<file path="config.mk">
export PLATFORM = sky130hd
export DESIGN_NAME = freq_gen
export DESIGN_NICKNAME = d
export VERILOG_FILES = /design/src/rtl/freq_gen.sv
export SDC_FILE = /design/constraint.sdc
export NUM_CORES = 1
export LEC_CHECK = 0
export BUFFER_PORTS_ARGS = -buffer_cell sky130_fd_sc_hd__buf_2
export CAP_MARGIN = 20
export CORE_MARGIN = 2
export CORE_UTILIZATION = 40
export CTS_CLUSTER_DIAMETER = 200
export DETAILED_ROUTE_END_ITERATION = 10
export GPL_TIMING_DRIVEN = 0
export HOLD_SLACK_MARGIN = 0.02
export PLACE_DENSITY = 0.59
export SLEW_MARGIN = 10
export SYNTH_ARGS = -nofsm -noshare
export SYNTH_HDL_FRONTEND = slang
export SYNTH_SLANG_ARGS = --single-unit
</file>
<file path="constraint.sdc">
create_clock -name clk -period 7 [get_ports clk]
set_input_delay 0.7 -clock clk [delete_from_list [all_inputs] [get_ports clk]]
set_output_delay 0.7 -clock clk [all_outputs]
set_load 0.01 [all_outputs]
</file>
<file path="src/rtl/freq_gen.sv">
// freq_gen: programmable 50%-duty square-wave generator.
// A requested frequency in Hz is turned into a half-period in clock cycles
// by an iterative restoring divider (CLK_FREQ / (2*freq), one quotient bit
// per cycle, MSB first), then a counter toggles `sig` every `half` clocks.
module freq_gen #(
  parameter int CLK_FREQ = 100_000_000,
  parameter int FW       = 20,
  parameter int CW       = 27
) (
  input  logic          clk,
  input  logic          rst,
  input  logic          start,
  input  logic          stop,
  input  logic [FW-1:0] freq,
  output logic          sig,
  output logic          ready,
  output logic          busy,
  output logic          done_tick,
  output logic [CW-1:0] half
);

  localparam logic [1:0] S_IDLE = 2'd0;
  localparam logic [1:0] S_DIV  = 2'd1;
  localparam logic [1:0] S_LOAD = 2'd2;
  localparam logic [1:0] S_RUN  = 2'd3;

  localparam int            RW       = CW + 1;
  localparam int            BW       = $clog2(CW + 1);
  localparam logic [CW-1:0] DIVIDEND = CW'(CLK_FREQ);
  localparam logic [BW-1:0] LAST_BIT = BW'(CW - 1);

  logic [1:0]    state;
  logic [FW-1:0] freq_q;
  // The partial remainder never exceeds the dividend prefix already shifted
  // in, which is below 2**CW, so CW bits hold it; only the trial needs CW+1.
  logic [CW-1:0] rem;
  logic [CW-1:0] quo;      // holds unshifted dividend bits, fills with quotient
  logic [BW-1:0] bit_cnt;
  logic [CW-1:0] cnt;

  logic [RW-1:0] divisor;
  logic [RW-1:0] trial;
  logic          take;
  logic [CW-1:0] rem_next;
  logic [CW-1:0] quo_next;
  logic [CW-1:0] half_load;
  logic          wrap;

  // One restoring-division step plus the half-period compare.
  always_comb begin
    // NOTE: every always_comb output gets a value up front so no path can
    // leave it unassigned and infer a latch.
    divisor   = RW'({freq_q, 1'b0});
    trial     = {rem, quo[CW-1]};
    take      = (trial >= divisor);
    rem_next  = take ? CW'(trial - divisor) : CW'(trial);
    quo_next  = {quo[CW-2:0], take};
    half_load = (quo_next == '0) ? CW'(1) : quo_next;
    wrap      = (cnt == half - 1'b1);
  end

  assign ready = (state == S_IDLE);
  assign busy  = (state == S_DIV) || (state == S_LOAD);

  // Control FSM, divider datapath and waveform counter.
  always_ff @(posedge clk) begin
    // NOTE: all state here uses non-blocking assignments so every register
    // samples the pre-edge values and update order inside the block is moot.
    if (rst) begin
      state     <= S_IDLE;
      freq_q    <= '0;
      rem       <= '0;
      quo       <= '0;
      bit_cnt   <= '0;
      cnt       <= '0;
      half      <= '0;
      sig       <= 1'b0;
      done_tick <= 1'b0;
    end else begin
      done_tick <= 1'b0;
      case (state)
        S_IDLE: begin
          sig <= 1'b0;
          cnt <= '0;
          if (start && !stop) begin
            if (freq == '0) begin
              done_tick <= 1'b1;
            end else begin
              freq_q  <= freq;
              rem     <= '0;
              quo     <= DIVIDEND;
              bit_cnt <= '0;
              state   <= S_DIV;
            end
          end
        end

        S_DIV: begin
          sig <= 1'b0;
          if (stop) begin
            cnt   <= '0;
            state <= S_IDLE;
          end else begin
            rem     <= rem_next;
            quo     <= quo_next;
            bit_cnt <= bit_cnt + 1'b1;
            if (bit_cnt == LAST_BIT) begin
              // Final quotient bit lands now, so LOAD already sees `half`.
              half      <= half_load;
              cnt       <= '0;
              done_tick <= 1'b1;
              state     <= S_LOAD;
            end
          end
        end

        default: begin  // S_LOAD and S_RUN share the counting datapath
          if (stop) begin
            sig   <= 1'b0;
            cnt   <= '0;
            state <= S_IDLE;
          end else if (state == S_RUN && start) begin
            sig <= 1'b0;
            cnt <= '0;
            if (freq == '0) begin
              done_tick <= 1'b1;
              state     <= S_IDLE;
            end else begin
              freq_q  <= freq;
              rem     <= '0;
              quo     <= DIVIDEND;
              bit_cnt <= '0;
              state   <= S_DIV;
            end
          end else begin
            state <= S_RUN;
            if (wrap) begin
              cnt <= '0;
              sig <= ~sig;
            end else begin
              cnt <= cnt + 1'b1;
            end
          end
        end
      endcase
    end
  end

endmodule

</file>
==> results of run 1 <==
Yosys cell counts (all sizes together) (15+ instances only):
master / count
nand2: 175
dfxtp: 137
a21oi: 108
nor2: 60
o21ai: 58
clkbuf: 50
nor3: 48
xnor2: 45
nand3: 44
inv: 38
ha: 27
a21o: 24
xor2: 22
nor4: 20
or3: 16
nand2b: 15
critical path: stages, from the launching register on:
cell	delay [ns]
sky130_fd_sc_hd__dfxtp_1	0.37
sky130_fd_sc_hd__inv_1	0.13
sky130_fd_sc_hd__ha_1	0.15
sky130_fd_sc_hd__clkbuf_1	0.28
sky130_fd_sc_hd__nor2b_1	0.29
sky130_fd_sc_hd__nand4_2	0.29
sky130_fd_sc_hd__o31a_1	0.38
sky130_fd_sc_hd__a2111oi_0	0.62
sky130_fd_sc_hd__and4_1	0.29
sky130_fd_sc_hd__and3_1	0.17
sky130_fd_sc_hd__buf_6	0.15
sky130_fd_sc_hd__nand2b_2	0.14
sky130_fd_sc_hd__buf_6	0.19
sky130_fd_sc_hd__o21ai_2	0.07
flip-flops by register name, summed over array words and instances, names as in the netlist:
register and flops:
bit_cnt 5, cnt 27, done_tick 1, freq_q 20
half 27, quo 27, rem 27, sig 1
state 2
cells by family after synthesis:
logic type,after synthesis,synth area share
AOI/OAI and AO/OA,250,0.199
xor gates and xnor gates,67,0.0757
adders and majority gates,28,0.0462
buffers and inverters,98,0.0515
DFF,137,0.354
muxes,3,0.00404
and+or+nand+nor,433,0.270
metal layers:
metal  share of wire  vias up  GRT usage
li1                -     3730          -
met1            0.50     3415      0.309
met2            0.44      166      0.336
met3           0.050       20     0.0439
met4           0.013        0     0.0547
met5               0        -          0
worst min-delay path by stage:
| stage | startpoint | to | slack (ns) | cells past startpoint |
|---|---|---|---|---|
| final | freq_q[7]$_SDFFE_PP0P_ | freq_q[7]$_SDFFE_PP0P_ | 0.45 | 2 |
| after global placement | freq_q[7]$_SDFFE_PP0P_ | freq_q[7]$_SDFFE_PP0P_ | 0.44 | 2 |
| after detailed placement | freq_q[17]$_SDFFE_PP0P_ | freq_q[17]$_SDFFE_PP0P_ | 0.45 | 2 |
| after CTS | freq_q[17]$_SDFFE_PP0P_ | freq_q[17]$_SDFFE_PP0P_ | 0.46 | 2 |
| after floorplan | rem[26]$_SDFFE_PP0P_ | rem[26]$_SDFFE_PP0P_ | 0.43 | 2 |
| after global routing | freq_q[7]$_SDFFE_PP0P_ | freq_q[7]$_SDFFE_PP0P_ | 0.47 | 2 |
area by class of cell:
class	instances	share of cell area
Multi-Input combinational cell	781	0.514
Sequential cell	137	0.306
Clock buffer	19	0.0495
Tap cell	260	0.0363
Timing Repair Buffer	54	0.0302
Buffer	60	0.0287
Clock inverter	12	0.0186
Inverter	38	0.0159
through the flow:
step                      total power [W]  hold slack [ns]
after detailed placement          0.00210            0.448
after global placement            0.00209            0.444
after floorplan                   0.00179            0.425
after global routing              0.00323            0.471
after CTS                         0.00304            0.456
final                             0.00302            0.455
power breakdown:
part / switching [W] / internal, W / total (W)
clock network: 0.000363 / 0.000574 / 0.000937
registers: 0.0000519 / 0.000835 / 0.000887
logic: 0.000744 / 0.000456 / 0.00120
total: 0.00116 / 0.00187 / 0.00302
==> flow_summary.html, run 1 <==
<table>
<tr><th>Metric</th><th>Value</th></tr>
<tr><th colspan="2">Die</th></tr>
<tr><td>Number of top-level pins</td><td>55</td></tr>
<tr><td>Core ar.</td><td>18800 sq um</td></tr>
<tr><td>DIE WIDTH</td><td>roughly 140 um</td></tr>
<tr><td>Die height</td><td>143 um</td></tr>
<tr><td>Starting utilization of the core area</td><td>0.411</td></tr>
<tr><td>Site Rows</td><td>50</td></tr>
<tr><td>Area enclosed by the die boundary</td><td>20500 sq um</td></tr>
<tr><th colspan="2">Timing</th></tr>
<tr><td>Share of the clock period used by the worst path after layout</td><td>0.522</td></tr>
<tr><td>Final setup violation count</td><td>0</td></tr>
<tr><td>Sum of negative setup slack</td><td>0 ns</td></tr>
<tr><td>Max-slew headroom</td><td>0.256</td></tr>
<tr><td>Final critical delay including setup and external delays</td><td>3.65 ns</td></tr>
<tr><td>Slew Viols, Final</td><td>0</td></tr>
<tr><td>Slew at the pin closest to its max-slew limit</td><td>roughly 1.1 ns</td></tr>
<tr><td>Final hold violation count</td><td>0</td></tr>
<tr><td>RSZ-0062 raised after global routing</td><td>no</td></tr>
<tr><td>Final setup skew</td><td>roughly 0.015 ns</td></tr>
<tr><td>Min setup slack post-route</td><td>~3.3 ns</td></tr>
<tr><td>Peak clock frequency supported by timing</td><td>approximately 270 MHz</td></tr>
<tr><th colspan="2">Cells and area</th></tr>
<tr><td>Total Nets Final</td><td>1141</td></tr>
<tr><td>Core utilization of the finished layout</td><td>0.475</td></tr>
<tr><td>Top library cells by usage in the layout, fill and taps aside</td><td>sky130_fd_sc_hd__nand2_1, sky130_fd_sc_hd__dfxtp_1, sky130_fd_sc_hd__a21oi_1</td></tr>
<tr><td>Post-route insts no fill</td><td>roughly 1400</td></tr>
<tr><td>Post-route standard cell area excluding fillers</td><td>approximately 9000 sq um</td></tr>
<tr><td>P&amp;R area growth vs syn</td><td>15.6%</td></tr>
<tr><td>Filler Cells Inserted</td><td>about 1900</td></tr>
<tr><td>Layout cell share with drive strength beyond 1</td><td>0.102</td></tr>
<tr><td>Diode count</td><td>0</td></tr>
<tr><td>Sequential Area</td><td>approximately 2700 sq um</td></tr>
<tr><td>Commonest non-fill, non-tap cell in the layout</td><td>sky130_fd_sc_hd__nand2_1</td></tr>
<tr><td>Area of the multi-input gates</td><td>approximately 4600 sq um</td></tr>
<tr><th colspan="2">Detailed routing</th></tr>
<tr><td>Initial DRC count</td><td>just under 400</td></tr>
<tr><td>Number of vias per cell after detailed routing</td><td>roughly 5.4</td></tr>
<tr><td>Residual antenna-violating net count after detailed routing</td><td>0</td></tr>
<tr><td>1st-pass router iterations</td><td>5</td></tr>
<tr><td>DRC violations left</td><td>0</td></tr>
<tr><td>Wire length per cell after detailed routing</td><td>between 15 and 20 um</td></tr>
<tr><td>Total detailed-routing wirelength</td><td>around 21 mm</td></tr>
<tr><td>Via count of the routed design</td><td>roughly 7300</td></tr>
<tr><th colspan="2">Clock network</th></tr>
<tr><td>Deepest level of the CTS H-tree</td><td>4</td></tr>
<tr><td>Buffer depth of the longest clock path</td><td>2</td></tr>
<tr><td>Post CTS Setup Buffer Count</td><td>0</td></tr>
<tr><td>Clock tree from TritonCTS</td><td>done</td></tr>
<tr><td>Number of sinks handled by clock tree synthesis</td><td>about 140</td></tr>
<tr><td>Clock Latency Late Sink</td><td>0.43 ns</td></tr>
<tr><td>Resized Gates After CTS</td><td>0</td></tr>
<tr><td>Clock slew at the register clock pins of the worst setup and hold paths</td><td>roughly 0.07 ns</td></tr>
<tr><td>CTS Buf Count</td><td>17</td></tr>
<tr><td>Hold bufs inserted after CTS</td><td>0</td></tr>
<tr><td>Cell chosen for the clock root</td><td>sky130_fd_sc_hd__clkbuf_16</td></tr>
<tr><th colspan="2">Yosys</th></tr>
<tr><td>Post-synth top area share</td><td>0.354</td></tr>
<tr><td>Average cell area after synthesis</td><td>roughly 7.6 sq um</td></tr>
<tr><td>Cell type with the largest total area after synthesis</td><td>sky130_fd_sc_hd__dfxtp_1</td></tr>
<tr><td>Post-synthesis cell area</td><td>7750 sq um</td></tr>
<tr><td>Net count after synthesis</td><td>~1100</td></tr>
<tr><td>Leading post-synthesis cells by cell area</td><td>sky130_fd_sc_hd__dfxtp_1, sky130_fd_sc_hd__nand2_1, sky130_fd_sc_hd__a21oi_1, sky130_fd_sc_hd__xnor2_1, sky130_fd_sc_hd__ha_1</td></tr>
<tr><td>Post-synthesis sequential element count</td><td>137</td></tr>
<tr><td>Yosys warning total</td><td>0</td></tr>
<tr><td>Number of synthesized flops with an enable pin</td><td>0</td></tr>
<tr><td>Yosys cell types</td><td>slightly below 70</td></tr>
<tr><td>Dominant register cell in the synthesized netlist</td><td>sky130_fd_sc_hd__dfxtp_1</td></tr>
<tr><td>Ys async rst share</td><td>0</td></tr>
<tr><td>Sequential element share of the synthesized area</td><td>0.354</td></tr>
<tr><td>Post-Synthesis Cells</td><td>~1000</td></tr>
<tr><th colspan="2">Setup path</th></tr>
<tr><td>Type of the worst setup path</td><td>reg2reg</td></tr>
<tr><td>Count of cells along the worst register-to-register path</td><td>13</td></tr>
<tr><td>End of the critical path</td><td>cnt[17]$_SDFFE_PP0P_</td></tr>
<tr><td>Endpoint of the most critical register-to-register path</td><td>cnt[17]$_SDFFE_PP0P_</td></tr>
<tr><td>Nature of the critical path startpoint</td><td>register</td></tr>
<tr><td>First element of the critical path</td><td>half[0]$_SDFFE_PP0P_</td></tr>
<tr><td>Worst R2R Setup Slack</td><td>3.35 ns</td></tr>
<tr><td>Required time of the worst setup path</td><td>about 7.3 ns</td></tr>
<tr><td>Worst Path Max Fanout</td><td>10</td></tr>
<tr><td>Capturing element type of the critical path</td><td>register</td></tr>
<tr><td>Arrival @ worst endpoint</td><td>3.96 ns</td></tr>
<tr><td>Start of the worst register-to-register path</td><td>half[0]$_SDFFE_PP0P_</td></tr>
<tr><th colspan="2">Place</th></tr>
<tr><td>Final weighted congestion in routability-driven placement</td><td>0.840</td></tr>
<tr><td>HPWL after detailed placement</td><td>15.8 mm</td></tr>
<tr><td>Worst slack, placed</td><td>3.24 ns</td></tr>
<tr><td>I/O Buffers</td><td>54</td></tr>
<tr><td>Area of placed instances</td><td>between 8000 and 9000 sq um</td></tr>
<tr><td>Placed Cells incl. Taps</td><td>approximately 1300</td></tr>
<tr><th colspan="2">GRT</th></tr>
<tr><td>First-pass GRT wire length</td><td>35.1 mm</td></tr>
<tr><td>Total gr overflow</td><td>0</td></tr>
<tr><td>Number of global-route vias before repair</td><td>6693</td></tr>
<tr><td>Largest net degree at the start of global routing</td><td>17</td></tr>
<tr><td>Global-route usage over all layers</td><td>0.217</td></tr>
<tr><td>Initial antenna violation count</td><td>0</td></tr>
<tr><th colspan="2">Pwr</th></tr>
<tr><td>Leakage power figure</td><td>about 3.4 nW</td></tr>
<tr><td>Cell Pwr Density</td><td>approximately 340 nW/um^2</td></tr>
<tr><td>Worst-case vdd ir drop</td><td>0.241 mV</td></tr>
<tr><th colspan="2">Run</th></tr>
<tr><td>Number of max-cap violations</td><td>0</td></tr>
<tr><th colspan="2">Hold path</th></tr>
<tr><td>Class of the tightest hold or removal check</td><td>reg2reg</td></tr>
<tr><th colspan="2">Status</th></tr>
<tr><td>Result of the run</td><td>finished, final reports clean</td></tr>
</table>
Note: power is estimated with default switching activity, not from simulation.
==> run 2, diff against run 1 <==
--- a/config.mk
+++ b/config.mk
@@ -13,7 +13,7 @@
 export DETAILED_ROUTE_END_ITERATION = 10
 export GPL_TIMING_DRIVEN = 0
 export HOLD_SLACK_MARGIN = 0.02
-export PLACE_DENSITY = 0.59
+export PLACE_DENSITY = 0.61
 export SLEW_MARGIN = 10
 export SYNTH_ARGS = -nofsm -noshare
 export SYNTH_HDL_FRONTEND = slang
==> constraint.sdc (replaced) <==
create_clock -name clk -period 3.35 [get_ports clk]
set_input_delay 0.335 -clock clk [delete_from_list [all_inputs] [get_ports clk]]
set_output_delay 0.335 -clock clk [all_outputs]
set_load 0.01 [all_outputs]
==> flow_summary.html, run 2 (same netlist as run 1, synthesis figures left out) <==
<table>
<tr><th>Metric</th><th>Value</th></tr>
<tr><th colspan="2">Timing</th></tr>
<tr><td>Final hold violation count</td><td>0</td></tr>
<tr><td>Final setup skew</td><td>roughly 0.014 ns</td></tr>
<tr><td>Peak clock frequency supported by timing</td><td>around 310 MHz</td></tr>
<tr><td>Min setup slack post-route</td><td>~0.15 ns</td></tr>
<tr><td>Final setup violation count</td><td>0</td></tr>
<tr><td>Max-slew headroom</td><td>0.292</td></tr>
<tr><td>Slew at the pin closest to its max-slew limit</td><td>1.05 ns</td></tr>
<tr><td>Slew Viols, Final</td><td>0</td></tr>
<tr><td>Sum of negative setup slack</td><td>0 ns</td></tr>
<tr><td>Share of the clock period used by the worst path after layout</td><td>0.954</td></tr>
<tr><td>Final critical delay including setup and external delays</td><td>3.20 ns</td></tr>
<tr><th colspan="2">Cells and area</th></tr>
<tr><td>Post-route standard cell area excluding fillers</td><td>~9000 sq um</td></tr>
<tr><td>Sequential Area</td><td>between 2000 and 3000 sq um</td></tr>
<tr><td>Total Nets Final</td><td>between 1000 and 1500</td></tr>
<tr><td>Post-route insts no fill</td><td>1367</td></tr>
<tr><td>P&amp;R area growth vs syn</td><td>16.7%</td></tr>
<tr><td>Commonest non-fill, non-tap cell in the layout</td><td>sky130_fd_sc_hd__nand2_1</td></tr>
<tr><td>Area of the multi-input gates</td><td>roughly 4700 sq um</td></tr>
<tr><td>Diode count</td><td>0</td></tr>
<tr><td>Top library cells by usage in the layout, fill and taps aside</td><td>sky130_fd_sc_hd__nand2_1, sky130_fd_sc_hd__dfxtp_1, sky130_fd_sc_hd__a21oi_1</td></tr>
<tr><td>Filler Cells Inserted</td><td>1932</td></tr>
<tr><td>Layout cell share with drive strength beyond 1</td><td>0.121</td></tr>
<tr><th colspan="2">Detailed routing</th></tr>
<tr><td>Total detailed-routing wirelength</td><td>21.3 mm</td></tr>
<tr><td>Wire length per cell after detailed routing</td><td>15.6 um</td></tr>
<tr><td>Via count of the routed design</td><td>between 7000 and 8000</td></tr>
<tr><td>Residual antenna-violating net count after detailed routing</td><td>0</td></tr>
<tr><td>1st-pass router iterations</td><td>5</td></tr>
<tr><td>Initial DRC count</td><td>a little under 500</td></tr>
<tr><td>DRC violations left</td><td>0</td></tr>
<tr><td>Number of vias per cell after detailed routing</td><td>between 5 and 6</td></tr>
<tr><th colspan="2">Place</th></tr>
<tr><td>HPWL after detailed placement</td><td>between 15 and 20 mm</td></tr>
<tr><td>Area of placed instances</td><td>between 8000 and 9000 sq um</td></tr>
<tr><td>I/O Buffers</td><td>54</td></tr>
<tr><td>Worst slack, placed</td><td>-0.327 ns</td></tr>
<tr><td>Placed Cells incl. Taps</td><td>~1300</td></tr>
<tr><td>Final weighted congestion in routability-driven placement</td><td>approximately 0.88</td></tr>
<tr><th colspan="2">Die</th></tr>
<tr><td>Starting utilization of the core area</td><td>0.411</td></tr>
<tr><td>Core ar.</td><td>about 19000 sq um</td></tr>
<tr><td>Area enclosed by the die boundary</td><td>20500 sq um</td></tr>
<tr><td>Number of top-level pins</td><td>55</td></tr>
<tr><td>DIE WIDTH</td><td>approximately 140 um</td></tr>
<tr><td>Site Rows</td><td>50</td></tr>
<tr><td>Die height</td><td>143 um</td></tr>
<tr><th colspan="2">Setup path</th></tr>
<tr><td>Type of the worst setup path</td><td>reg2reg</td></tr>
<tr><td>Family with the most delay on the worst path</td><td>simple AND/OR/NAND/NOR gates</td></tr>
<tr><td>Most numerous cell on the critical path</td><td>sky130_fd_sc_hd__buf_6</td></tr>
<tr><td>Arrival @ worst endpoint</td><td>about 3.5 ns</td></tr>
<tr><td>Delay of the slowest critical-path stage</td><td>between 0.4 and 0.5 ns</td></tr>
<tr><td>Nature of the critical path startpoint</td><td>register</td></tr>
<tr><td>Master of the slowest instance on the critical path</td><td>sky130_fd_sc_hd__a2111oi_2</td></tr>
<tr><td>Capturing element type of the critical path</td><td>register</td></tr>
<tr><td>Required time of the worst setup path</td><td>~3.7 ns</td></tr>
<tr><td>Count of cells along the worst register-to-register path</td><td>12</td></tr>
<tr><td>Worst path cell trace</td><td>clkbuf_1 -&gt; nor4_4 -&gt; nand3_1 -&gt; nor3b_2 -&gt; o32ai_2 -&gt; a2111oi_2 -&gt; and4_1 -&gt; and3_1 -&gt; buf_6 -&gt; nand2b_2 -&gt; buf_6 -&gt; o2bb2ai_2</td></tr>
<tr><td>Critical path buffer and inverter count</td><td>3</td></tr>
<tr><td>Worst R2R Setup Slack</td><td>0.15 ns</td></tr>
<tr><td>Instance count on the critical path</td><td>12</td></tr>
<tr><td>Worst Path Max Fanout</td><td>10</td></tr>
<tr><th colspan="2">GRT</th></tr>
<tr><td>Initial antenna violation count</td><td>0</td></tr>
<tr><td>Largest net degree at the start of global routing</td><td>17</td></tr>
<tr><td>First-pass GRT wire length</td><td>34.3 mm</td></tr>
<tr><td>Global-route usage over all layers</td><td>0.213</td></tr>
<tr><td>Number of global-route vias before repair</td><td>6562</td></tr>
<tr><td>Total gr overflow</td><td>0</td></tr>
<tr><th colspan="2">Clock network</th></tr>
<tr><td>Number of sinks handled by clock tree synthesis</td><td>roughly 140</td></tr>
<tr><td>Clock slew at the register clock pins of the worst setup and hold paths</td><td>~0.07 ns</td></tr>
<tr><td>Buffer depth of the longest clock path</td><td>2</td></tr>
<tr><td>Cell chosen for the clock root</td><td>sky130_fd_sc_hd__clkbuf_16</td></tr>
<tr><td>Deepest level of the CTS H-tree</td><td>4</td></tr>
<tr><td>Clock Latency Late Sink</td><td>~0.43 ns</td></tr>
<tr><td>Hold bufs inserted after CTS</td><td>0</td></tr>
<tr><td>Clock tree from TritonCTS</td><td>done</td></tr>
<tr><td>CTS Buf Count</td><td>17</td></tr>
<tr><th colspan="2">Status</th></tr>
<tr><td>Result of the run</td><td>finished, final reports clean</td></tr>
<tr><th colspan="2">Hold path</th></tr>
<tr><td>Number of stages on the worst hold path</td><td>3</td></tr>
<tr><td>Class of the tightest hold or removal check</td><td>in2reg</td></tr>
<tr><th colspan="2">Pwr</th></tr>
<tr><td>Worst-case vdd ir drop</td><td>0.587 mV</td></tr>
<tr><td>Overall power after layout</td><td>0.00629 W</td></tr>
<tr><td>Leakage power figure</td><td>around 3.5 nW</td></tr>
<tr><td>Cell Pwr Density</td><td>between 600 and 700 nW/um^2</td></tr>
<tr><th colspan="2">Run</th></tr>
<tr><td>Number of max-cap violations</td><td>0</td></tr>
</table>
## run 2: repair_timing
item                                    CTS  global route
setup buffers                             1             4
resized for setup                         7            16
endpoints found under the setup margin   39            47
pin swaps                                 1             2
## run 2: metal layers
layer  wire length (um)  vias to the layer above  global-route usage
met4                211                        0              0.0578
met1              10500                     3445               0.298
met2               9720                      165               0.334
met3                887                       19              0.0399
met5                  0                        -                   0
li1                   -                     3733                   -
## run 2: worst paths after layout
path                          startpoint                      to
setup / recovery    half[7]$_SDFFE_PP0P_    cnt[21]$_SDFFE_PP0P_
hold / removal                   freq[9]  freq_q[9]$_SDFFE_PP0P_
setup reg to reg    half[7]$_SDFFE_PP0P_    cnt[21]$_SDFFE_PP0P_
hold reg to reg   freq_q[3]$_SDFFE_PP0P_  freq_q[3]$_SDFFE_PP0P_
## run 2: stage by stage
stage	hold WS, ns	utilization
after detailed placement	0.448	0.443
after global placement	0.445	0.443
after floorplan	0.425	-
after CTS	0.142	0.475
after global routing	0.138	0.480
final	0.157	0.480
## run 2: layout make-up
class	instances	area share
Tap cell	260	0.0360
Multi-Input combinational cell	781	0.518
Clock inverter	14	0.0151
Clock buffer	18	0.0486
Inverter	38	0.0158
Timing Repair Buffer	60	0.0346
Sequential cell	137	0.303
Buffer	59	0.0289
## run 2: tightest hold or removal path: stages
cell	delay (ns)
sky130_fd_sc_hd__buf_2	0.10
sky130_fd_sc_hd__nand2_1	0.05
sky130_fd_sc_hd__a21oi_1	0.05
## run 2: power by group
group          total (W)  switching [W]  internal (W)
logic            0.00260        0.00158       0.00102
clock network    0.00183       0.000774       0.00106
registers        0.00185       0.000109       0.00174
==> run 3, diff against run 2 <==
--- a/config.mk
+++ b/config.mk
@@ -8,12 +8,13 @@
 export BUFFER_PORTS_ARGS = -buffer_cell sky130_fd_sc_hd__buf_2
 export CAP_MARGIN = 20
 export CORE_MARGIN = 2
-export CORE_UTILIZATION = 40
+export CORE_UTILIZATION = 45
 export CTS_CLUSTER_DIAMETER = 200
 export DETAILED_ROUTE_END_ITERATION = 10
 export GPL_TIMING_DRIVEN = 0
 export HOLD_SLACK_MARGIN = 0.02
-export PLACE_DENSITY = 0.61
+export MAX_ROUTING_LAYER = met4
+export PLACE_DENSITY = 0.67
 export SLEW_MARGIN = 10
 export SYNTH_ARGS = -nofsm -noshare
 export SYNTH_HDL_FRONTEND = slang
==> flow_summary.html, run 3 (same netlist as run 1, synthesis figures left out) <==
<table>
<tr><th>Metric</th><th>Value</th></tr>
<tr><th colspan="2">Status</th></tr>
<tr><td>Result of the run</td><td>finished, final reports clean</td></tr>
<tr><th colspan="2">Clock network</th></tr>
<tr><td>CTS Buf Count</td><td>17</td></tr>
<tr><td>Number of sinks handled by clock tree synthesis</td><td>between 100 and 150</td></tr>
<tr><td>Clock Latency Late Sink</td><td>around 0.43 ns</td></tr>
<tr><td>Clock slew at the register clock pins of the worst setup and hold paths</td><td>about 0.07 ns</td></tr>
<tr><td>Cell chosen for the clock root</td><td>sky130_fd_sc_hd__clkbuf_16</td></tr>
<tr><td>Deepest level of the CTS H-tree</td><td>4</td></tr>
<tr><td>Hold bufs inserted after CTS</td><td>0</td></tr>
<tr><td>Buffer depth of the longest clock path</td><td>2</td></tr>
<tr><td>Clock tree from TritonCTS</td><td>done</td></tr>
<tr><th colspan="2">Timing</th></tr>
<tr><td>Final setup violation count</td><td>0</td></tr>
<tr><td>Slew at the pin closest to its max-slew limit</td><td>1.13 ns</td></tr>
<tr><td>Max-slew headroom</td><td>0.239</td></tr>
<tr><td>RSZ-0062 raised after global routing</td><td>no</td></tr>
<tr><td>Peak clock frequency supported by timing</td><td>about 320 MHz</td></tr>
<tr><td>Final setup skew</td><td>approximately 0.0086 ns</td></tr>
<tr><td>Final critical delay including setup and external delays</td><td>between 3 and 4 ns</td></tr>
<tr><td>Final hold violation count</td><td>0</td></tr>
<tr><td>Slew Viols, Final</td><td>0</td></tr>
<tr><td>Share of the clock period used by the worst path after layout</td><td>0.939</td></tr>
<tr><td>Sum of negative setup slack</td><td>0 ns</td></tr>
<tr><th colspan="2">Pwr</th></tr>
<tr><td>Cell Pwr Density</td><td>a little over 700 nW/um^2</td></tr>
<tr><td>Sequential Power Share</td><td>0.284</td></tr>
<tr><td>Leakage power figure</td><td>between 3 and 4 nW</td></tr>
<tr><td>Part of the power in the clock network</td><td>0.304</td></tr>
<tr><td>Part of the power in combinational logic</td><td>0.412</td></tr>
<tr><td>Power Internal</td><td>0.00393 W</td></tr>
<tr><td>Net switching share of the total power</td><td>0.397</td></tr>
<tr><td>Worst-case vdd ir drop</td><td>between 0.8 and 0.9 mV</td></tr>
<tr><td>Psw</td><td>approximately 0.0026 W</td></tr>
<tr><th colspan="2">Detailed routing</th></tr>
<tr><td>Via count of the routed design</td><td>7513</td></tr>
<tr><td>Initial DRC count</td><td>between 600 and 700</td></tr>
<tr><td>Residual antenna-violating net count after detailed routing</td><td>0</td></tr>
<tr><td>Number of vias per cell after detailed routing</td><td>5.67</td></tr>
<tr><td>Wire length per cell after detailed routing</td><td>roughly 16 um</td></tr>
<tr><td>Total detailed-routing wirelength</td><td>approximately 21 mm</td></tr>
<tr><td>1st-pass router iterations</td><td>5</td></tr>
<tr><td>DRC violations left</td><td>0</td></tr>
<tr><th colspan="2">Cells and area</th></tr>
<tr><td>Area of the multi-input gates</td><td>4670 sq um</td></tr>
<tr><td>Filler Cells Inserted</td><td>between 1500 and 2000</td></tr>
<tr><td>Post-route insts no fill</td><td>roughly 1300</td></tr>
<tr><td>Commonest non-fill, non-tap cell in the layout</td><td>sky130_fd_sc_hd__nand2_1</td></tr>
<tr><td>Core utilization of the finished layout</td><td>0.540</td></tr>
<tr><td>Layout cell share with drive strength beyond 1</td><td>0.118</td></tr>
<tr><td>Top library cells by usage in the layout, fill and taps aside</td><td>sky130_fd_sc_hd__nand2_1, sky130_fd_sc_hd__dfxtp_1, sky130_fd_sc_hd__a21oi_1</td></tr>
<tr><td>Sequential Area</td><td>2740 sq um</td></tr>
<tr><td>P&amp;R area growth vs syn</td><td>16.5%</td></tr>
<tr><td>Total Nets Final</td><td>approximately 1100</td></tr>
<tr><td>Diode count</td><td>0</td></tr>
<tr><th colspan="2">GRT</th></tr>
<tr><td>Total gr overflow</td><td>0</td></tr>
<tr><td>Number of global-route vias before repair</td><td>6930</td></tr>
<tr><td>Global-route usage over all layers</td><td>0.247</td></tr>
<tr><td>Initial antenna violation count</td><td>0</td></tr>
<tr><td>First-pass GRT wire length</td><td>~35 mm</td></tr>
<tr><td>Largest net degree at the start of global routing</td><td>17</td></tr>
<tr><th colspan="2">Setup path</th></tr>
<tr><td>Family with the most delay on the worst path</td><td>simple AND/OR/NAND/NOR gates</td></tr>
<tr><td>Type of the worst setup path</td><td>reg2reg</td></tr>
<tr><td>Critical path buffer and inverter count</td><td>3</td></tr>
<tr><td>Most numerous cell on the critical path</td><td>sky130_fd_sc_hd__buf_6</td></tr>
<tr><td>Capturing element type of the critical path</td><td>register</td></tr>
<tr><td>Worst path cell trace</td><td>inv_1 -&gt; ha_2 -&gt; nor2b_2 -&gt; nand2_1 -&gt; nor4_1 -&gt; o32ai_2 -&gt; a2111oi_2 -&gt; and4_1 -&gt; and3_1 -&gt; buf_6 -&gt; nand2b_2 -&gt; buf_6 -&gt; o21ai_2</td></tr>
<tr><td>Arrival @ worst endpoint</td><td>3.46 ns</td></tr>
<tr><td>Nature of the critical path startpoint</td><td>register</td></tr>
<tr><td>Delay of the slowest critical-path stage</td><td>between 0.4 and 0.5 ns</td></tr>
<tr><td>Worst Path Max Fanout</td><td>10</td></tr>
<tr><td>Master of the slowest instance on the critical path</td><td>sky130_fd_sc_hd__a2111oi_2</td></tr>
<tr><td>Required time of the worst setup path</td><td>3.67 ns</td></tr>
<tr><th colspan="2">Run</th></tr>
<tr><td>Number of max-cap violations</td><td>0</td></tr>
<tr><th colspan="2">Place</th></tr>
<tr><td>I/O Buffers</td><td>54</td></tr>
<tr><td>HPWL after detailed placement</td><td>15.4 mm</td></tr>
<tr><td>Final weighted congestion in routability-driven placement</td><td>0.931</td></tr>
<tr><td>Placed Cells incl. Taps</td><td>about 1300</td></tr>
<tr><th colspan="2">Die</th></tr>
<tr><td>Area enclosed by the die boundary</td><td>between 15000 and 20000 sq um</td></tr>
<tr><td>Number of top-level pins</td><td>55</td></tr>
<tr><td>Core ar.</td><td>~17000 sq um</td></tr>
<tr><td>Die height</td><td>about 140 um</td></tr>
<tr><td>Starting utilization of the core area</td><td>0.464</td></tr>
<tr><td>Site Rows</td><td>47</td></tr>
<tr><td>DIE WIDTH</td><td>135 um</td></tr>
<tr><th colspan="2">Hold path</th></tr>
<tr><td>Class of the tightest hold or removal check</td><td>in2reg</td></tr>
</table>
[run 3: cell count changes in the layout (fill, tap and decap cells not counted), sizes merged]
| cell | previous run | this run |
|---|---|---|
| bufinv | 1 | 2 |
| clkinv | 6 | 3 |
| inv | 44 | 47 |
| clkbuf | 68 | 66 |
[run 3: layout make-up]
cell class / count / share of cell area
multi-input combinational: 781 / 0.517
sequential: 137 / 0.304
clock buffer: 17 / 0.0471
timing repair buffer: 59 / 0.0341
tap: 220 / 0.0305
buffer: 59 / 0.0290
clock inverter: 15 / 0.0222
inverter: 38 / 0.0158
[run 3: path summary, 6_finish.rpt]
check,start,to,slack (ns),cells past startpoint
max,half[0]$_SDFFE_PP0P_,cnt[25]$_SDFFE_PP0P_,0.21,13
max reg2reg,half[0]$_SDFFE_PP0P_,cnt[25]$_SDFFE_PP0P_,0.21,13
min,freq[4],freq_q[4]$_SDFFE_PP0P_,0.15,3
min reg2reg,freq_q[9]$_SDFFE_PP0P_,freq_q[9]$_SDFFE_PP0P_,0.46,2
[run 3: per-layer routing]
metal | global-route usage | share of wire
met1 | 0.336 | 0.49
met2 | 0.382 | 0.45
met5 | - | 0
met4 | 0.0631 | 0.012
met3 | 0.0423 | 0.048
[run 3: power groups by stage]
stage	logic [W]	clock network [W]	registers, W
floorplan	0.00189	0	0.00185
global placement	0.00250	0	0.00188
detailed placement	0.00251	0	0.00189
CTS	0.00259	0.00201	0.00185
global route	0.00293	0.00209	0.00187
finish	0.00269	0.00198	0.00186
[run 3: through the flow]
stage                     hold slack [ns]  total power (W)  worst slack, ns  area (sq um)
after floorplan                     0.425          0.00374            0.508          7750
after global placement              0.444          0.00439           -0.241          8290
after detailed placement            0.449          0.00440           -0.268          8290
after CTS                           0.141          0.00645          0.00803          8950
after global routing                0.151          0.00688          0.00133          9020
final                               0.152          0.00653            0.206          9020
[run 3: repair_timing]
action,CTS,global route
gates resized for setup,8,11
setup buffers,0,5
endpoints found under the setup margin,42,42
pin swaps,0,2
endpoints found under the hold margin,0,0
[run 3: tightest hold or removal path, stage by stage]
cell	delay, ns
sky130_fd_sc_hd__buf_2	0.10
sky130_fd_sc_hd__nand2_1	0.05
sky130_fd_sc_hd__a21oi_1	0.05
